File: src/rtl/idma_axis_pkg.sv
// Shared types and helpers for the iDMA AXI Stream transport stages.
// The mask function is width-generic so the read and write stages can share it.
package idma_axis_pkg;

  localparam int unsigned StrbWidth    = 16;
  localparam int unsigned MaxStrbWidth = 64;
  localparam int unsigned OffsetWidth  = $clog2(StrbWidth);

  typedef logic [7:0]           byte_t;
  typedef logic [StrbWidth-1:0] strb_t;

  typedef enum logic [1:0] {
    IDLE,
    STREAM,
    RESP
  } axis_tx_state_e;

  typedef struct packed {
    byte_t [StrbWidth-1:0] data;
    strb_t                 strb;
    strb_t                 keep;
    logic                  last;
  } axis_t;

  typedef struct packed {
    logic  tvalid;
    axis_t t;
  } write_req_t;

  typedef struct packed {
    logic tready;
  } write_rsp_t;

  typedef struct packed {
    logic [OffsetWidth-1:0] offset;
    logic [OffsetWidth-1:0] tailer;
    logic [7:0]             num_beats;
  } w_dp_req_t;

  typedef struct packed {
    logic [1:0] resp;
    logic       user;
  } w_dp_rsp_t;

  // Lane i is live when inside the beat width, at/after offset on the first
  // beat, and below tailer on the last beat (tailer 0 = full last beat).
  function automatic logic [MaxStrbWidth-1:0] axis_mask(
    input int unsigned width,
    input int unsigned offset,
    input int unsigned tailer,
    input logic        first,
    input logic        last
  );
    logic [MaxStrbWidth-1:0] m;
    m = '0;
    for (int unsigned i = 0; i < MaxStrbWidth; i++) begin
      m[i] = (i < width) && (!first || i >= offset) && (!last || tailer == 0 || i < tailer);
    end
    return m;
  endfunction

endpackage

File: src/rtl/idma_axis_tx_spill.sv
// Two-slot spill register: full throughput with a registered ready toward
// the producer; slot b only fills when the consumer stalls.
module idma_axis_tx_spill #(
  parameter type T = logic
) (
  input  logic clk_i,
  input  logic rst_i,
  input  logic valid_i,
  output logic ready_o,
  input  T     data_i,
  output logic valid_o,
  input  logic ready_i,
  output T     data_o
);

  logic a_full_q, b_full_q;
  T     a_q, b_q;
  logic a_fill, a_drain, b_fill, b_drain;

  assign a_fill  = valid_i && ready_o;
  assign a_drain = a_full_q && !b_full_q;
  assign b_fill  = a_drain && !ready_i;
  assign b_drain = b_full_q && ready_i;

  always_ff @(posedge clk_i) begin
    if (rst_i) begin
      a_full_q <= 1'b0;
      b_full_q <= 1'b0;
      a_q      <= '0;
      b_q      <= '0;
    end else begin
      if (a_fill)            a_q      <= data_i;
      if (a_fill || a_drain) a_full_q <= a_fill;
      if (b_fill)            b_q      <= a_q;
      if (b_fill || b_drain) b_full_q <= b_fill;
    end
  end

  assign ready_o = !a_full_q || !b_full_q;
  assign valid_o = a_full_q || b_full_q;
  assign data_o  = b_full_q ? b_q : a_q;

endmodule

File: src/rtl/idma_axis_tx.sv
// iDMA write-side AXI Stream stage: pops realigned bytes from the dataflow
// buffer, shapes them into masked beats with a counted tlast, reports completion.
module idma_axis_tx #(
  parameter int unsigned StrbWidth = idma_axis_pkg::StrbWidth,
  parameter type write_req_t = idma_axis_pkg::write_req_t,
  parameter type write_rsp_t = idma_axis_pkg::write_rsp_t,
  parameter type w_dp_req_t  = idma_axis_pkg::w_dp_req_t,
  parameter type w_dp_rsp_t  = idma_axis_pkg::w_dp_rsp_t
) (
  input  logic                                  clk_i,
  input  logic                                  rst_i,
  input  w_dp_req_t                             w_dp_req_i,
  input  logic                                  w_dp_req_valid_i,
  output logic                                  w_dp_req_ready_o,
  output w_dp_rsp_t                             w_dp_rsp_o,
  output logic                                  w_dp_rsp_valid_o,
  input  logic                                  w_dp_rsp_ready_i,
  input  idma_axis_pkg::byte_t [StrbWidth-1:0]  buffer_out_i,
  input  logic                 [StrbWidth-1:0]  buffer_out_valid_i,
  output logic                 [StrbWidth-1:0]  buffer_out_ready_o,
  output write_req_t                            write_req_o,
  input  write_rsp_t                            write_rsp_i
);
  import idma_axis_pkg::*;

  localparam int unsigned OffW = $clog2(StrbWidth);

  typedef struct packed {
    byte_t [StrbWidth-1:0] data;
    logic  [StrbWidth-1:0] strb;
    logic  [StrbWidth-1:0] keep;
    logic                  last;
  } beat_t;

  axis_tx_state_e        state_q, state_d;
  logic [7:0]            cnt_q;
  logic                  first_q, loaded_q;
  logic [OffW-1:0]       off_q, tail_q;
  logic [StrbWidth-1:0]  mask;
  logic                  pop, accept, last_hs;
  logic                  stage_ready, stage_valid;
  beat_t                 beat_in, beat_out;

  assign accept = (state_q == IDLE) && w_dp_req_valid_i;
  assign mask   = StrbWidth'(axis_mask(StrbWidth, 32'(off_q), 32'(tail_q), first_q, cnt_q == 8'd0));

  // loaded_q gates further pops once the tlast beat sits in the output stage
  assign pop = (state_q == STREAM) && !loaded_q && (&(buffer_out_valid_i | ~mask)) && stage_ready;
  assign buffer_out_ready_o = pop ? mask : '0;

  assign beat_in.data = buffer_out_i;
  assign beat_in.strb = mask;
  assign beat_in.keep = mask;
  assign beat_in.last = (cnt_q == 8'd0);

  idma_axis_tx_spill #(.T(beat_t)) i_out_stage (
    .clk_i   (clk_i),
    .rst_i   (rst_i),
    .valid_i (pop),
    .ready_o (stage_ready),
    .data_i  (beat_in),
    .valid_o (stage_valid),
    .ready_i (write_rsp_i.tready),
    .data_o  (beat_out)
  );

  assign last_hs = stage_valid && write_rsp_i.tready && beat_out.last;

  always_comb begin
    write_req_o        = '0;
    write_req_o.tvalid = stage_valid;
    write_req_o.t.data = beat_out.data;
    write_req_o.t.strb = beat_out.strb;
    write_req_o.t.keep = beat_out.keep;
    write_req_o.t.last = beat_out.last;
  end

  always_comb begin
    state_d          = state_q;
    w_dp_req_ready_o = 1'b0;
    w_dp_rsp_valid_o = 1'b0;
    w_dp_rsp_o       = '0;
    case (state_q)
      IDLE: begin
        w_dp_req_ready_o = 1'b1;
        if (w_dp_req_valid_i) state_d = STREAM;
      end
      STREAM: if (last_hs) state_d = RESP;
      RESP: begin
        w_dp_rsp_valid_o = 1'b1;
        if (w_dp_rsp_ready_i) state_d = IDLE;
      end
      default: state_d = IDLE;
    endcase
  end

  always_ff @(posedge clk_i) begin
    if (rst_i) state_q <= IDLE;
    else       state_q <= state_d;
  end

  always_ff @(posedge clk_i) begin
    if (rst_i) begin
      cnt_q    <= 8'd0;
      first_q  <= 1'b0;
      loaded_q <= 1'b0;
      off_q    <= '0;
      tail_q   <= '0;
    end else if (accept) begin
      cnt_q    <= w_dp_req_i.num_beats;
      first_q  <= 1'b1;
      loaded_q <= 1'b0;
      off_q    <= w_dp_req_i.offset;
      tail_q   <= w_dp_req_i.tailer;
    end else if (pop) begin
      first_q <= 1'b0;
      if (cnt_q == 8'd0) loaded_q <= 1'b1;
      else               cnt_q    <= cnt_q - 8'd1;
    end
  end

endmodule

File: config.mk
export PLATFORM = sky130hd
export DESIGN_NAME = idma_axis_tx
export DESIGN_NICKNAME = d
export VERILOG_FILES = /design/src/rtl/idma_axis_pkg.sv /design/src/rtl/idma_axis_tx_spill.sv /design/src/rtl/idma_axis_tx.sv
export SDC_FILE = /design/constraint.sdc
export NUM_CORES = 1
export LEC_CHECK = 0
export ABC_AREA = 1
export CAP_MARGIN = 10
export CORE_MARGIN = 1
export CORE_UTILIZATION = 40
export DETAILED_ROUTE_END_ITERATION = 8
export PLACE_DENSITY = 0.67
export SLEW_MARGIN = 20
export SYNTH_ARGS = -nofsm -noshare
export SYNTH_HDL_FRONTEND = slang
export SYNTH_SLANG_ARGS = --single-unit
File: constraint.sdc
create_clock -name clk_i -period 3.31 [get_ports clk_i]
set_clock_uncertainty 0.1 [all_clocks]
set_input_delay 0.331 -clock clk_i [delete_from_list [all_inputs] [get_ports clk_i]]
set_output_delay 0.331 -clock clk_i [all_outputs]
set_load 0.005 [all_outputs]
==> results of run 1 <==
[power breakdown]
group          switching (W)  total, W  internal, W
combinational       0.000340  0.000670     0.000329
clock                0.00151   0.00404      0.00254
sequential         0.0000352   0.00382      0.00378
[final timing paths]
kind                       startpoint                     end  slack, ps  cells past startpoint
setup / recovery             cnt_q[2]  buffer_out_ready_o[14]          7                     15
hold reg to reg   i_out_stage.b_q[47]     i_out_stage.b_q[47]        340                      2
hold / removal        buffer_out_i[4]     i_out_stage.a_q[37]        340                      3
setup reg to reg              first_q     i_out_stage.a_q[21]        460                     13
[cells in the final DEF (no fill, tap or decap), types with 2 or more instances in the layout]
| cell | count |
|---|---|
| o21ai_0 | 345 |
| clkbuf_1 | 10 |
| a31oi_1 | 2 |
| buf_12 | 11 |
| nor2_1 | 37 |
| o21ai_1 | 94 |
| clkdlybuf4s50_1 | 338 |
| nor2_4 | 3 |
| bufinv_16 | 4 |
| nor2_2 | 4 |
| o31ai_1 | 3 |
| nand4_1 | 3 |
| clkbuf_8 | 8 |
| nor3_1 | 5 |
| nand2_1 | 214 |
| nand2_2 | 4 |
| conb_1 | 3 |
| dfxtp_1 | 307 |
| clkinv_2 | 3 |
| a21oi_1 | 255 |
| clkbuf_16 | 37 |
| buf_4 | 18 |
| nand3_1 | 47 |
| a21oi_2 | 50 |
| nand3b_1 | 7 |
| nand3_2 | 4 |
| dfxtp_2 | 4 |
| inv_1 | 331 |
| inv_2 | 8 |
| dlymetal6s2s_1 | 6 |
[cell families (layout without fill, tap and decap cells)]
kind of cell | after synthesis | after routing | share of synthesized area
AO/OA/AOI/OAI | 751 | 751 | 0.287
XOR/XNOR | 1 | 1 | 0.000636
adder cells (fa/ha/maj) | 1 | 1 | 0.000908
buffers and inverters | 500 | 778 | 0.157
flip-flops | 312 | 312 | 0.453
other | 1 | 3 | 0.000272
AND/OR/NAND/NOR | 329 | 329 | 0.100
[flip-flops by register name, indices dropped and copies added (netlist names)]
signal,flops
cnt_q,8
first_q,1
i_out_stage.a_full_q,1
i_out_stage.a_q,145
i_out_stage.b_full_q,1
i_out_stage.b_q,145
loaded_q,1
off_q,4
state_q,2
tail_q,4
[cell type report]
class	instances	area, µm²	share of cell area
Clock inverter	8	143	0.00768
Inverter	342	1300	0.0701
Sequential cell	312	6250	0.337
Multi-Input combinational cell	1085	5420	0.292
Tap cell	448	561	0.0302
Timing Repair Buffer	373	3810	0.205
Clock buffer	55	1070	0.0578
[stage by stage]
stage,utilization,cell area (µm²),setup slack (ps),setup TNS (ps),hold WS [ps]
finish,0.551,18600,6.83,0,338
global route,0.551,18600,-194,-1760,326
CTS,0.550,18500,-36.4,-87.4,313
detailed placement,0.512,17300,121,0,333
global placement,0.512,17300,147,0,330
floorplan,-,13800,957,0,310
[worst register-to-register path, stage by stage (launching register included)]
cell      delay, ps
dfxtp_1         370
nand2_2         140
inv_1           100
o21ai_0         370
nand3_1         130
nand2_1          90
clkinv_1         60
nand2_1         100
nor2_4           60
nand3_4          90
buf_4           300
buf_4           400
nand2_1         170
a21oi_1         270
[per-layer routing]
metal / global-route usage / wire [µm] / vias up
li1: - / - / 6600
met2: 0.340 / 17300 / 309
met3: 0.0401 / 2030 / 59
met1: 0.275 / 17000 / 5807
met4: 0.0697 / 1120 / 0
met5: 0 / 0 / -
[what timing repair did]
action | CTS | global route
setup endpoints to repair | 16 | 16
pin swaps | 2 | 1
setup buffers | 1 | 0
gates resized for setup | 10 | 16
==> results.txt, run 1 <==
status - finished clean
maximum clock rate - 0.303 GHz
initial drt markers - 625
Crit path largest cell delay - 500 ps
most frequent CP cell - nand2_1
startpoint types - flip-flop
Static Leak - 6.64 nW
largest net degree at the start of global routing - 117
RSZ-0062 raised after global routing - yes
Final period util - 0.998
Die Ht - 188 µm
dpl cells - 2,559
DR WL/cell - 14.3 µm
CTS root buf - clkbuf_16
Max IR drop VDD - 287 µV
area delta synth->final - 34.7%
Worst path slowest cell - clkdlybuf4s50_1
WP data arrival - 2870 ps
Yosys cell types - 32
Slew Limit Fails - 0
crit-path max FO - 17
Final min period - 3300 ps
Starting Density - 0.409
synthesized cell area - 0.0138 mm²
YS warnings - 0
number of placement rows - 67
Die Wd - 188 µm
number of antenna violations at the first check in global routing - 0
Yosys reg bits - 312
Synth area leaders - dfxtp_1 (45%), o21ai_0 (13%), a21oi_1 (9.3%)
Detailed Place HPWL - 25.4 mm
cell with the most instances after synthesis - o21ai_0
routability cong. - 0.866
Final #Nets - 2,315
worst-path cell chain - nor2_2 -> nand2_2 -> nor2_4 -> buf_12 -> nand2_1 -> nand2_1 -> nand2_1 -> nor2_1 -> nand3_1 -> nor2_4 -> nand3_4 -> clkinv_8 -> nand3_1 -> inv_1 -> clkdlybuf4s50_1
share of cells above drive strength 1 - 0.0754
I/O pins - 348
filler cell count - 3,136
post-synth top area share - 0.453
Skew-Pair Late Insertion Delay - 500 ps
Num Clock Sinks - 312
worst path bufs/invs - 4
Required @ worst endpoint - 2880 ps
clock slew at reported path FFs - 60 ps
max_cap viols - 0
post-synthesis sequential area ratio - 0.453
number of enable flip-flop cells after synthesis - 0
CP Capture Type - output port
area leader, netlist - dfxtp_1
ant diodes - 0
GRT overflow - 0
DRC - 0
total wire length - 37.4 mm
final setup fails - 0
Layout Cells excl Fill - 2,623
critical path class - reg -> out
H-Tree Depth - 2
Hold Violations, Final - 0
cell family with most CP delay - simple AND/OR/NAND/NOR gates
# hold bufs at CTS - 0
async set or reset register ratio after synthesis - 0
predominant post-synthesis flop cell - dfxtp_1
First-pass DRT Iterations - 5
Worst Max-Slew Pin Slew - 626 ps
total number of vias - 12,800
CTS tree - built
first-pass GRT wire length - 61.1 mm
synthesized instance count - 1,895
ANT nets after route - 0
most frequent cells after synthesis - o21ai_0 (345), inv_1 (336), dfxtp_1 (312)
Core Footprint - 0.0337 mm²
Die Area - 0.0352 mm²
Port Buffers - 344
Power Density - 459 mW/mm²
Hold WC Path Type - in -> reg
routed vias/inst - 4.87
Rel. slew slack - 0.582
GRT Overall Usage - 0.208
final total power - 0.00853 W
vias in the first global route - 12,100
post-synthesis average cell area - 7.27 µm²
CTS buffer count - 35
clock buffer depth - 3
Power figures use the tool's default switching activity.
==> inputs of run 2 (changes only) <==
--- a/config.mk
+++ b/config.mk
@@ -7,11 +7,14 @@
 export LEC_CHECK = 0
 export ABC_AREA = 1
 export CAP_MARGIN = 10
+export CORE_ASPECT_RATIO = 1.5
 export CORE_MARGIN = 1
 export CORE_UTILIZATION = 40
+export CTS_CLUSTER_DIAMETER = 120
 export DETAILED_ROUTE_END_ITERATION = 8
 export PLACE_DENSITY = 0.67
 export SLEW_MARGIN = 20
 export SYNTH_ARGS = -nofsm -noshare
 export SYNTH_HDL_FRONTEND = slang
 export SYNTH_SLANG_ARGS = --single-unit
+export TNS_END_PERCENT = 10
==> results.txt, run 2 (synthesis results as in run 1) <==
Final #Nets - 2,307 (was 2,315)
DRC - 0 (unchanged)
status - finished with violations (was finished clean)
clock slew at reported path FFs - 60 ps (about the same)
total number of vias - 12,900 (was 12,800)
CTS buffer count - 31 (was 35)
critical path class - reg -> out (unchanged)
Crit path largest cell delay - 500 ps (about the same)
first-pass GRT wire length - 61.2 mm (was 61.1 mm)
total wire length - 39.1 mm (was 37.4 mm)
Placement Cell Area - 0.0172 mm² (was 0.0173 mm²)
Die Area - 0.0352 mm² (about the same)
Worst Max-Slew Pin Slew - 697 ps (was 626 ps)
Detailed Place HPWL - 27.0 mm (was 25.4 mm)
Core Footprint - 0.0337 mm² (about the same)
failing checks - setup timing
Hold Violations, Final - 0 (unchanged)
worst-path cell chain - nor2_1 -> nor2_1 -> o21ai_0 -> nand3b_1 -> nand4_1 -> nor2_4 -> nand3_4 -> clkinv_8 -> nand3_1 -> inv_1 -> clkdlybuf4s50_1 (was nor2_2 -> nand2_2 -> nor2_4 -> buf_12 -> nand2_1 -> nand2_1 -> nand2_1 -> nor2_1 -> nand3_1 -> nor2_4 -> nand3_4 -> clkinv_8 -> nand3_1 -> inv_1 -> clkdlybuf4s50_1)
DR WL/cell - 15.1 µm (was 14.3 µm)
largest net degree at the start of global routing - 133 (was 117)
Final min period - 3420 ps (was 3300 ps)
Required @ worst endpoint - 2880 ps (about the same)
final core utilization - 0.545 (was 0.551)
most common library cell in the layout ignoring fill and taps - o21ai_0 (unchanged)
CTS tree - built (unchanged)
Final period util - 1.03 (was 0.998)
max_cap viols - 0 (unchanged)
WP data arrival - 2990 ps (was 2870 ps)
Die Ht - 229 µm (was 188 µm)
H-Tree Depth - 1 (was 2)
number of placement rows - 82 (was 67)
routed vias/inst - 5.00 (was 4.87)
clock buffer depth - 3 (unchanged)
First-pass DRT Iterations - 5 (unchanged)
Rel. slew slack - 0.535 (was 0.582)
most frequent CP cell - nor2_1 (was nand2_1)
I/O pins - 348 (unchanged)
GRT Overall Usage - 0.214 (was 0.208)
Skew-Pair Late Insertion Delay - 560 ps (was 500 ps)
worst path bufs/invs - 3 (was 4)
initial drt markers - 870 (was 625)
share of cells above drive strength 1 - 0.0749 (was 0.0754)
Num Clock Sinks - 312 (unchanged)
CTS root buf - clkbuf_16 (unchanged)
commonest non-fill, non-tap cells in the layout - o21ai_0 (344), clkdlybuf4s50_1 (339), inv_1 (332), dfxtp_1 (310), a21oi_1 (255) (was o21ai_0 (345), clkdlybuf4s50_1 (338), inv_1 (331), dfxtp_1 (307), a21oi_1 (255))
number of antenna violations at the first check in global routing - 3 (was 0)
Hold Worst Slack - 278 ps (was 338 ps)
Power Density - 434 mW/mm² (was 459 mW/mm²)
vias in the first global route - 12,000 (was 12,100)
Worst path slowest cell - clkdlybuf4s50_1 (unchanged)
RSZ-0062 raised after global routing - yes (unchanged)
cell family with most CP delay - simple AND/OR/NAND/NOR gates (unchanged)
setup ws final - -107 ps (was 6.83 ps)
Max IR drop VDD - 302 µV (was 287 µV)
final setup fails - 11 (was 0)
CP Capture Type - output port (unchanged)
Hold WC Path Type - in -> reg (unchanged)
area delta synth->final - 33.0% (was 34.7%)
Static Leak - 6.47 nW (was 6.64 nW)
Port Buffers - 344 (unchanged)
biggest regs - i_out_stage.a_q: 145 flops, i_out_stage.b_q: 145 flops, cnt_q: 8 flops (unchanged)
startpoint types - flip-flop (unchanged)
GRT overflow - 0 (unchanged)
final instance area - 0.0183 mm² (was 0.0186 mm²)
ANT nets after route - 0 (unchanged)
Starting Density - 0.410 (was 0.409)
Die Wd - 154 µm (was 188 µm)
setup_tns - -844 ps (was 0 ps)
Slew Limit Fails - 0 (unchanged)
maximum clock rate - 0.293 GHz (was 0.303 GHz)
crit-path max FO - 17 (unchanged)
routability cong. - 0.916 (was 0.866)
run 2: repair_timing:
action	4_1_cts	5_1_grt
hold buffers	0	0
pin swaps	3	1
endpoints found under the setup margin	16	32
buffers inserted	0	1
gates resized for setup	16	16
run 2: worst reg2reg max path, delay by kind of cell, from the launching register on:
family | cells | cell delay (ps)
DFF | 1 | 360
AOI/OAI and AO/OA | 1 | 500
buffers and inverters | 3 | 850
and+or+nand+nor | 9 | 1170
run 2: layer usage:
layer / vias up / part of all wire / wire length, µm / global-route usage
met1: 5925 / 0.39 / 15100 / 0.234
li1: 6564 / - / - / -
met5: - / 0.00023 / 9 / 0
met4: 2 / 0.047 / 1850 / 0.116
met2: 351 / 0.51 / 19900 / 0.389
met3: 86 / 0.057 / 2210 / 0.0378
run 2: worst paths after layout:
| check | from | end | slack, ps | depth (start not counted) |
|---|---|---|---|---|
| worst min-delay path | buffer_out_i[34] | i_out_stage.a_q[67] | 280 | 3 |
| worst min register to register | i_out_stage.b_q[90] | i_out_stage.b_q[90] | 340 | 2 |
| worst max-delay path | off_q[2] | buffer_out_ready_o[2] | -110 | 11 |
| worst max register to register | off_q[2] | cnt_q[6] | 260 | 13 |
run 2: area by class of cell:
type                            instances  area (µm²)
Fill cell                            3185       15300
Sequential cell                       312        6250
Multi-Input combinational cell       1085        5480
Timing Repair Buffer                  369        3760
Inverter                              342        1300
Clock buffer                           47         956
Tap cell                              420         526
Clock inverter                          9        56.3
Antenna cell                            2        5.00
run 2: where the power goes:
part           switching [W]  internal (W)
registers          0.0000373       0.00378
clock network        0.00146       0.00198
logic               0.000360      0.000335
total                0.00186       0.00610
run 2: per-stage QoR:
step / cells / worst slack (ps) / total power [W]
3_5_place_dp: 2527 / 278 / 0.00456
5_1_grt: 2586 / -221 / 0.00829
2_1_floorplan: 1897 / 957 / 0.00425
3_3_place_gp: 2527 / 273 / 0.00456
4_1_cts: 2583 / -133 / 0.00802
6_report: 2586 / -107 / 0.00796
==> inputs of run 3 (changes only) <==
--- a/config.mk
+++ b/config.mk
@@ -13,6 +13,7 @@
 export CTS_CLUSTER_DIAMETER = 120
 export DETAILED_ROUTE_END_ITERATION = 8
 export PLACE_DENSITY = 0.67
+export SETUP_SLACK_MARGIN = 0.5
 export SLEW_MARGIN = 20
 export SYNTH_ARGS = -nofsm -noshare
 export SYNTH_HDL_FRONTEND = slang
==> results.txt, run 3 (synthesis results as in run 1) <==
status - finished clean (was finished with violations)
CTS buffer count - 31 (unchanged)
Skew-Pair Late Insertion Delay - 560 ps (about the same)
worst hold start - buffer_out_i[32] (was buffer_out_i[34])
ANT nets after route - 0 (unchanged)
first-pass GRT wire length - 62.5 mm (was 61.2 mm)
dpl ws - 278 ps (unchanged)
Detailed Place HPWL - 27.0 mm (unchanged)
clock slew at reported path FFs - 60 ps (about the same)
Port Buffers - 344 (unchanged)
I/O pins - 348 (unchanged)
startpoint types - flip-flop (unchanged)
Required @ worst endpoint - 2880 ps (about the same)
hold path cells - 3 (unchanged)
Hold Worst Slack - 277 ps (was 278 ps)
routability cong. - 0.916 (unchanged)
Hold WC Path Type - in -> reg (unchanged)
Rel. slew slack - 0.584 (was 0.535)
crit-path max FO - 7 (was 17)
Die Wd - 154 µm (unchanged)
clock buffer depth - 3 (unchanged)
Hold Violations, Final - 0 (unchanged)
R2R Setup Slk - 330 ps (was 260 ps)
Slew Limit Fails - 0 (unchanged)
end of the worst hold path - i_out_stage.a_q[65] (was i_out_stage.a_q[67])
Starting Density - 0.410 (unchanged)
GRT overflow - 0 (unchanged)
Final min period - 3250 ps (was 3420 ps)
initial drt markers - 894 (was 870)
Static Leak - 6.87 nW (was 6.47 nW)
worst-path cell chain - nor2_4 -> nand2_2 -> nor2_4 -> clkbuf_16 -> nand3_4 -> nand3b_1 -> nand2_1 -> inv_2 -> nand2_2 -> nor2_4 -> nand3_4 -> clkinv_4 -> buf_6 -> buf_6 -> buf_6 -> nand3_4 -> inv_2 -> buf_6 (was nor2_1 -> nor2_1 -> o21ai_0 -> nand3b_1 -> nand4_1 -> nor2_4 -> nand3_4 -> clkinv_8 -> nand3_1 -> inv_1 -> clkdlybuf4s50_1)
Die Ht - 229 µm (unchanged)
Worst Max-Slew Pin Slew - 617 ps (was 697 ps)
biggest regs - i_out_stage.a_q: 145 flops, i_out_stage.b_q: 145 flops, cnt_q: 8 flops (unchanged)
WP data arrival - 2820 ps (was 2990 ps)
Core Footprint - 0.0337 mm² (unchanged)
GRT Overall Usage - 0.220 (was 0.214)
Worst path slowest cell - dfxtp_4 (was clkdlybuf4s50_1)
Final #Nets - 2,343 (was 2,307)
area delta synth->final - 37.2% (was 33.0%)
Num Clock Sinks - 312 (unchanged)
total number of vias - 13,300 (was 12,900)
RSZ-0062 raised after global routing - yes (unchanged)
DRC - 0 (unchanged)
Power Density - 426 mW/mm² (was 434 mW/mm²)
commonest non-fill, non-tap cells in the layout - o21ai_0 (324), inv_1 (320), clkdlybuf4s50_1 (319), dfxtp_1 (305), a21oi_1 (254) (was o21ai_0 (344), clkdlybuf4s50_1 (339), inv_1 (332), dfxtp_1 (310), a21oi_1 (255))
final setup fails - 0 (was 11)
Final period util - 0.983 (was 1.03)
most common library cell in the layout ignoring fill and taps - o21ai_0 (unchanged)
CTS root buf - clkbuf_16 (unchanged)
Placement Cell Area - 0.0172 mm² (unchanged)
max_cap viols - 0 (unchanged)
routed vias/inst - 5.06 (was 5.00)
Crit path largest cell delay - 360 ps (was 500 ps)
setup_tns - 0 ps (was -844 ps)
final instance area - 0.0189 mm² (was 0.0183 mm²)
setup ws final - 55.4 ps (was -107 ps)
RR Startpoint - first_q (was off_q[2])
total wire length - 41.0 mm (was 39.1 mm)
maximum clock rate - 0.307 GHz (was 0.293 GHz)
# hold bufs at CTS - 0 (unchanged)
final core utilization - 0.562 (was 0.545)
Die Area - 0.0352 mm² (unchanged)
cell count of the worst reg-to-reg path - 13 (unchanged)
CP Capture Type - output port (unchanged)
share of cells above drive strength 1 - 0.115 (was 0.0749)
reg2reg end - i_out_stage.a_q[147] (was cnt_q[6])
number of placement rows - 82 (unchanged)
vias in the first global route - 12,200 (was 12,000)
Max IR drop VDD - 308 µV (was 302 µV)
most frequent CP cell - buf_6 (was nor2_1)
CTS tree - built (unchanged)
largest net degree at the start of global routing - 133 (unchanged)
filler cell count - 3,135 (was 3,185)
critical path class - reg -> out (unchanged)
number of antenna violations at the first check in global routing - 3 (unchanged)
H-Tree Depth - 1 (unchanged)
DR WL/cell - 15.7 µm (was 15.1 µm)
First-pass DRT Iterations - 5 (unchanged)
==> run 3: cell count changes in the layout (fill, tap and decap cells not counted), moves of 8 or more <==
cell | previous run | this run
inv_1 | 332 | 320
buf_4 | 15 | 35
nand3_1 | 39 | 25
nand3_4 | 2 | 13
clkdlybuf4s50_1 | 339 | 319
clkbuf_2 | 0 | 8
inv_2 | 7 | 18
o21ai_0 | 344 | 324
o21ai_1 | 95 | 111
buf_6 | 0 | 11
dlymetal6s2s_1 | 2 | 11
==> run 3: routing by layer <==
metal,GRT usage,up-vias,wire length [µm]
met5,0,-,9
met2,0.398,389,21100
li1,-,6658,-
met4,0.124,2,1990
met3,0.0382,99,2270
met1,0.239,6107,15700
==> run 3: worst max-delay path by stage <==
stage	to	from	depth (start not counted)
4_1_cts	buffer_out_ready_o[1]	cnt_q[0]	14
3_3_place_gp	buffer_out_ready_o[1]	cnt_q[0]	16
6_report	buffer_out_ready_o[14]	cnt_q[3]	18
5_1_grt	buffer_out_ready_o[14]	cnt_q[3]	18
3_5_place_dp	buffer_out_ready_o[1]	cnt_q[0]	16
2_1_floorplan	buffer_out_ready_o[8]	cnt_q[0]	14
==> run 3: through the flow <==
| step | std cells | power (W) |
|---|---|---|
| floorplan | 1897 | 0.00425 |
| global placement | 2527 | 0.00456 |
| detailed placement | 2527 | 0.00456 |
| CTS | 2601 | 0.00807 |
| global route | 2622 | 0.00840 |
| finish | 2622 | 0.00806 |
==> run 3: area by class of cell <==
class | count | area, µm² | area share
repair inverters | 2 | 16.3 | 0.000860
inverters | 342 | 1310 | 0.0690
diodes | 2 | 5.00 | 0.000265
multi-input cells | 1086 | 5690 | 0.301
well taps | 420 | 526 | 0.0278
clock buffers | 47 | 956 | 0.0505
clock inverters | 9 | 56.3 | 0.00298
flip-flops and latches | 312 | 6260 | 0.331
repair buffers | 402 | 4100 | 0.217
==> run 3: worst max-delay path: cells and delay by family (launching register included) <==
| family | cells | cell delay [ps] |
|---|---|---|
| buffers and inverters | 8 | 770 |
| and+or+nand+nor | 10 | 1110 |
| DFF | 1 | 360 |
==> run 3: where the power goes <==
group | switching (W) | total, W | leakage [nW] | internal [W]
clock | 0.00146 | 0.00345 | 0.498 | 0.00198
sequential | 0.0000396 | 0.00382 | 2.52 | 0.00378
combinational | 0.000410 | 0.000795 | 3.86 | 0.000385
==> run 3: timing repair <==
item / CTS / global route
pin swaps: 2 / 13
setup buffers: 15 / 17
setup endpoints to repair: 177 / 210
gates resized for setup: 65 / 107
cloned: 3 / 2
hold endpoints to repair: 0 / 0
